===== src/rtl/ring_step_ctrl_if.sv =====
// ring_step_ctrl_if: command handshake bundle between the control logic and ring_step_ctrl.
// Revision 1.0 - initial release
`default_nettype none

interface ring_step_ctrl_if #(
  parameter int STEP_W = 8
) ();

  logic              cmd_valid;
  logic              cmd_ready;
  logic              cmd_mode;
  logic [STEP_W-1:0] cmd_steps;
  logic [3:0]        cmd_target;

  modport master (
    output cmd_valid,
    output cmd_mode,
    output cmd_steps,
    output cmd_target,
    input  cmd_ready
  );

  modport slave (
    input  cmd_valid,
    input  cmd_mode,
    input  cmd_steps,
    input  cmd_target,
    output cmd_ready
  );

endinterface

`default_nettype wire


===== src/rtl/ring_step_ctrl.sv =====
// ring_step_ctrl: ADVANCE/SEEK command sequencer issuing paced cnt pulses to a 4-bit one-hot ring counter.
// Revision 1.0 - initial release
`default_nettype none

module ring_step_ctrl #(
  parameter int STEP_W   = 8,
  parameter int GAP      = 1,
  parameter int SEEK_MAX = 4
) (
  input  wire logic              clk,
  input  wire logic              rst_n,
  ring_step_ctrl_if.slave        cmd,
  input  wire logic              abort,
  input  wire logic [3:0]        y_fb,
  output logic                   cnt,
  output logic                   busy,
  output logic                   done,
  output logic [1:0]             status,
  output logic [STEP_W-1:0]      pulses
);

  typedef enum logic [1:0] {
    S_IDLE  = 2'd0,
    S_PULSE = 2'd1,
    S_GAP   = 2'd2,
    S_DONE  = 2'd3
  } state_t;

  localparam logic [1:0] ST_OK    = 2'b00;
  localparam logic [1:0] ST_BAD   = 2'b01;
  localparam logic [1:0] ST_TMO   = 2'b10;
  localparam logic [1:0] ST_ABORT = 2'b11;

  localparam logic              MODE_ADV  = 1'b0;
  localparam logic [3:0]        GAP_LAST  = 4'(GAP - 1);
  localparam logic [STEP_W-1:0] SEEK_LIM  = STEP_W'(SEEK_MAX);
  localparam logic [STEP_W-1:0] PULSE_SAT = '1;

  state_t            state_q, state_d;
  logic              mode_q, mode_d;
  logic [STEP_W-1:0] remaining_q, remaining_d;
  logic [3:0]        target_q, target_d;
  logic [STEP_W-1:0] pulses_q, pulses_d;
  logic [1:0]        status_q, status_d;
  logic [3:0]        gap_cnt_q, gap_cnt_d;
  logic              target_onehot;

  assign target_onehot = (cmd.cmd_target != 4'd0) &&
                         ((cmd.cmd_target & (cmd.cmd_target - 4'd1)) == 4'd0);

  always_ff @(posedge clk or negedge rst_n) begin
    if (!rst_n) begin
      state_q     <= S_IDLE;
      mode_q      <= MODE_ADV;
      remaining_q <= '0;
      target_q    <= 4'd0;
      pulses_q    <= '0;
      status_q    <= ST_OK;
      gap_cnt_q   <= 4'd0;
    end else begin
      state_q     <= state_d;
      mode_q      <= mode_d;
      remaining_q <= remaining_d;
      target_q    <= target_d;
      pulses_q    <= pulses_d;
      status_q    <= status_d;
      gap_cnt_q   <= gap_cnt_d;
    end
  end

  always_comb begin
    state_d     = state_q;
    mode_d      = mode_q;
    remaining_d = remaining_q;
    target_d    = target_q;
    pulses_d    = pulses_q;
    status_d    = status_q;
    gap_cnt_d   = gap_cnt_q;

    case (state_q)
      S_IDLE: begin
        if (cmd.cmd_valid) begin
          mode_d      = cmd.cmd_mode;
          remaining_d = cmd.cmd_steps;
          target_d    = cmd.cmd_target;
          pulses_d    = '0;
          status_d    = ST_OK;
          if (cmd.cmd_mode == MODE_ADV) begin
            state_d = (cmd.cmd_steps == '0) ? S_DONE : S_PULSE;
          end else if (!target_onehot) begin
            status_d = ST_BAD;
            state_d  = S_DONE;
          end else if (cmd.cmd_target == y_fb) begin
            state_d = S_DONE;
          end else begin
            state_d = S_PULSE;
          end
        end
      end

      S_PULSE: begin
        // The pulse already on cnt this cycle is counted even when aborting.
        if (pulses_q != PULSE_SAT) begin
          pulses_d = pulses_q + 1'b1;
        end
        if (mode_q == MODE_ADV) begin
          remaining_d = remaining_q - 1'b1;
        end
        gap_cnt_d = GAP_LAST;
        if (abort) begin
          status_d = ST_ABORT;
          state_d  = S_DONE;
        end else begin
          state_d = S_GAP;
        end
      end

      S_GAP: begin
        if (abort) begin
          status_d = ST_ABORT;
          state_d  = S_DONE;
        end else if (gap_cnt_q != 4'd0) begin
          gap_cnt_d = gap_cnt_q - 4'd1;
        end else if (mode_q == MODE_ADV) begin
          state_d = (remaining_q == '0) ? S_DONE : S_PULSE;
        end else if (y_fb == target_q) begin
          state_d = S_DONE;
        end else if (pulses_q >= SEEK_LIM) begin
          // Counter did not reach the target within the pulse budget.
          status_d = ST_TMO;
          state_d  = S_DONE;
        end else begin
          state_d = S_PULSE;
        end
      end

      S_DONE: begin
        state_d = S_IDLE;
      end

      default: begin
        state_d = S_IDLE;
      end
    endcase
  end

  assign cnt           = (state_q == S_PULSE);
  assign busy          = (state_q != S_IDLE);
  assign done          = (state_q == S_DONE);
  assign cmd.cmd_ready = (state_q == S_IDLE);
  assign status        = status_q;
  assign pulses        = pulses_q;

endmodule

`default_nettype wire

===== src/flat_wrapper.sv =====
// flat-port wrapper written by rule: the top's interface ports become plain ports
module ring_step_ctrl_flat 
#(
  parameter int STEP_W   = 8,
  parameter int GAP      = 1,
  parameter int SEEK_MAX = 4
)
  (clk, rst_n, abort, y_fb, cnt, busy, done, status, pulses, cmd_cmd_valid, cmd_cmd_mode, cmd_cmd_steps, cmd_cmd_target, cmd_cmd_ready);
  ring_step_ctrl_if #(.STEP_W(STEP_W)) cmd_i ();
  input  wire logic clk;
  input  wire logic rst_n;
  input  wire logic abort;
  input  wire logic [3:0] y_fb;
  output logic cnt;
  output logic busy;
  output logic done;
  output logic [1:0] status;
  output logic [STEP_W-1:0] pulses;
  input wire logic [$bits(cmd_i.cmd_valid)-1:0] cmd_cmd_valid;
  input wire logic [$bits(cmd_i.cmd_mode)-1:0] cmd_cmd_mode;
  input wire logic [$bits(cmd_i.cmd_steps)-1:0] cmd_cmd_steps;
  input wire logic [$bits(cmd_i.cmd_target)-1:0] cmd_cmd_target;
  output wire logic [$bits(cmd_i.cmd_ready)-1:0] cmd_cmd_ready;
  assign cmd_i.cmd_valid = cmd_cmd_valid;
  assign cmd_i.cmd_mode = cmd_cmd_mode;
  assign cmd_i.cmd_steps = cmd_cmd_steps;
  assign cmd_i.cmd_target = cmd_cmd_target;
  assign cmd_cmd_ready = cmd_i.cmd_ready;
  ring_step_ctrl #(.STEP_W(STEP_W), .GAP(GAP), .SEEK_MAX(SEEK_MAX)) u_core (.clk(clk), .rst_n(rst_n), .cmd(cmd_i), .abort(abort), .y_fb(y_fb), .cnt(cnt), .busy(busy), .done(done), .status(status), .pulses(pulses));
endmodule

===== config.mk =====
export PLATFORM = sky130hd
export DESIGN_NAME = ring_step_ctrl_flat
export DESIGN_NICKNAME = d
export VERILOG_FILES = /design/src/rtl/ring_step_ctrl_if.sv /design/src/rtl/ring_step_ctrl.sv /design/src/flat_wrapper.sv
export SDC_FILE = /design/constraint.sdc
export NUM_CORES = 1
export LEC_CHECK = 0
export BUFFER_PORTS_ARGS = -buffer_cell sky130_fd_sc_hd__buf_2
export CAP_MARGIN = 20
export CORE_ASPECT_RATIO = 1.75
export CORE_MARGIN = 8
export CORE_UTILIZATION = 45
export DETAILED_ROUTE_END_ITERATION = 7
export PLACE_DENSITY = 0.67
export SYNTH_ARGS = -nofsm -noshare
export SYNTH_HDL_FRONTEND = slang
export SYNTH_SLANG_ARGS = --single-unit

===== constraint.sdc =====
create_clock -name clk -period 3.95 [get_ports clk]
set_input_delay 0.5925 -clock clk [delete_from_list [all_inputs] [get_ports clk]]
set_output_delay 0.5925 -clock clk [all_outputs]
set_load 0.005 [all_outputs]

==> metrics.txt <==
status complete, no violations; Leak Pwr 0.989 nW; cell area after placement a little over 2000 um^2; clk_skew 5.00 ps; synth warn 0; diode count 0; final net count 266; initial antenna violation count 0; Max-Cap Viols 0; Remaining Overflow, GRT 0; clock transition at the registers of the reported paths 60 ps; latest clock arrival within the worst-skew pair 280 ps; CP cell instances inv_1 > ha_1 > nor2b_1 > a211oi_2 > and3_1 > o21ai_1 > o221a_2; Max Fclk around 0.42 GHz; ys async rst share 1.00; cell row count 31; Die Height 101 um; Area contributors post-synth dfrtp_1, ha_1, xor2_1; pwr dens 635 nW/um^2; hpwl dp 3340 um; Arr. time, crit path ~2500 ps; drt first pass iters 4; layout cells sized above 1 0.234; Slew headroom 0.393; area of the die 6510 um^2; Startpoint Class flip-flop; CTS Buf Count 5; worst-path cell with the longest stage delay a211oi_2; number of synthesized flops with an enable pin 0; RD Place Congestion 0.879; critical path capture point type flip-flop; CTS Root Cell clkbuf_8; Final min period 2370 ps; core area 4030 um^2; Pwr Total 1.37 mW; Worst R2R Path Depth 7; cell taking the most area after synthesis dfrtp_1; Syn Nets 229; setup repair bufs after CTS 0; largest net degree at the start of global routing 30; DIE WIDTH 64.5 um; Fin. Hold Viols 0; DRC viols 0; via count 1595; DR WL/cell 14.9 um; critical-path maximum fanout 16; Syn Std Cell Area 1850 um^2; DRT iter0 DRCs 44; first-pass GRT wire length 7160 um; gate count after technology mapping 198; count leader, synth dfrtp_1; setup TNS 0 ps; DRT antenna net count 0; clock buffer depth 2; I/O pin cnt 35; Hold WC Path Type in -> async; hold buffers post-CTS 0; Setup Crit Path Kind reg -> reg; Crit path largest cell delay 760 ps; vias in the first global route 1626; Req. time, crit path 4120 ps; peak supply drop ~0.00035 V; sequential cell area fraction in the yosys report 0.391; area share of the largest cell type after synthesis 0.391; Initial Util 0.460; #FFs+latches synth 29; final period utilization 0.600; CTS tree done; unrepaired setup endpoints after global routing no; Cell variety after synth 50; hold_ws roughly 340 ps; all-layer global routing usage 0.138; IO Port Bufs 34; Area Overhead vs Synth 16.1%; final setup vio count 0; via/cell ratio 5.62; average cell area after synthesis 9.37 um^2; max-slew violations 0; Finished Cell Area 2150 um^2; dominant synthesized flop cell dfrtp_1; post_cts resized 0; most instantiated cells after synthesis dfrtp_1, nor2_1, xor2_1; # H-tree levels 2; clock sinks 29; total wire length 4230 um; worst-margin pin slew 909 ps
[layout make-up]
type,count,area (um^2)
Inverter,11,41.3
Timing Repair Buffer,35,178
Multi-Input combinational cell,153,1060
Tap cell,49,61.3
Fill cell,400,1880
Sequential cell,29,726
Clock buffer,7,86.3
[kinds of logic (layout without fill, tap and decap cells)]
family,after synthesis,after routing,share of synthesized area
multiplexers,10,10,0.0580
AO/OA/AOI/OAI,45,45,0.166
XOR/XNOR,16,16,0.0756
flip-flops,29,29,0.391
buffers and inverters,16,53,0.0371
AND/OR/NAND/NOR,72,72,0.204
adder cells (fa/ha/maj),10,10,0.0675
[cells in the final DEF, fill, tap and decap left out, types with 2 or more instances in the layout]
cell      instances
o211ai_1          2
xnor2_1           4
nor3b_1           3
inv_1            11
mux2i_1           4
xor2_1           12
mux2_1            2
ha_1             10
o21ai_0           6
mux2_2            4
nor4_1            5
o21ai_1           6
nor2b_1           2
nand3_1          10
a21oi_1          11
a22o_1            2
nand2_1          11
o22ai_1           5
nor3_1            3
nor2_1           22
nor2_2            2
and3_1            3
dfrtp_1          29
clkbuf_8          6
buf_2            34
a211oi_2          2
[worst paths after layout]
| kind | start | endpoint | slack (ps) |
|---|---|---|---|
| hold / removal | rst_n | u_core.remaining_q[3] | 340 |
| max in group asynchronous | rst_n | u_core.target_q[3] | 3190 |
| setup / recovery | u_core.state_q[0] | u_core.remaining_q[2] | 1580 |
| setup reg to reg | u_core.state_q[0] | u_core.remaining_q[2] | 1580 |
| hold reg to reg | u_core.status[1] | u_core.status[1] | 500 |
| min in group clk | u_core.status[1] | u_core.status[1] | 500 |
[per-stage QoR]
stage / setup slack, ps / cells / utilization
floorplan: 2110 / 198 / -
global placement: 1640 / 277 / 0.512
detailed placement: 1570 / 277 / 0.512
CTS: 1570 / 284 / 0.533
global route: 1380 / 284 / 0.533
finish: 1580 / 284 / 0.533
[sequential cells by signal, summed over array words and instances, names as in the netlist]
signal              cells
u_core.gap_cnt_q        4
u_core.remaining_q      8
u_core.pulses           8
u_core.status           2
u_core.state_q          2
u_core.mode_q           1
u_core.target_q         4
[critical path: cells and delay by family (launching register included)]
| family | cells | cell delay [ps] |
|---|---|---|
| buffers and inverters | 1 | 100 |
| AOI/OAI and AO/OA | 3 | 960 |
| DFF | 1 | 440 |
| adders and majority gates | 1 | 310 |
| and+or+nand+nor | 2 | 450 |
[where the power goes]
group / internal, mW / total, mW / switching, mW / leakage (nW)
Combinational: 0.266 / 0.625 / 0.359 / 0.587
Clock: 0.138 / 0.241 / 0.103 / 0.0443
Sequential: 0.398 / 0.501 / 0.103 / 0.359
Total: 0.802 / 1.37 / 0.565 / 0.989
[metal layers]
layer | vias up | GRT usage | share of wire
li1 | 786 | - | -
met2 | 36 | 0.255 | 0.54
met4 | 0 | 0.0828 | 0.040
met1 | 760 | 0.132 | 0.38
met5 | - | 0 | 0
met3 | 13 | 0.0312 | 0.039
Note: power is estimated with default switching activity, not from simulation.
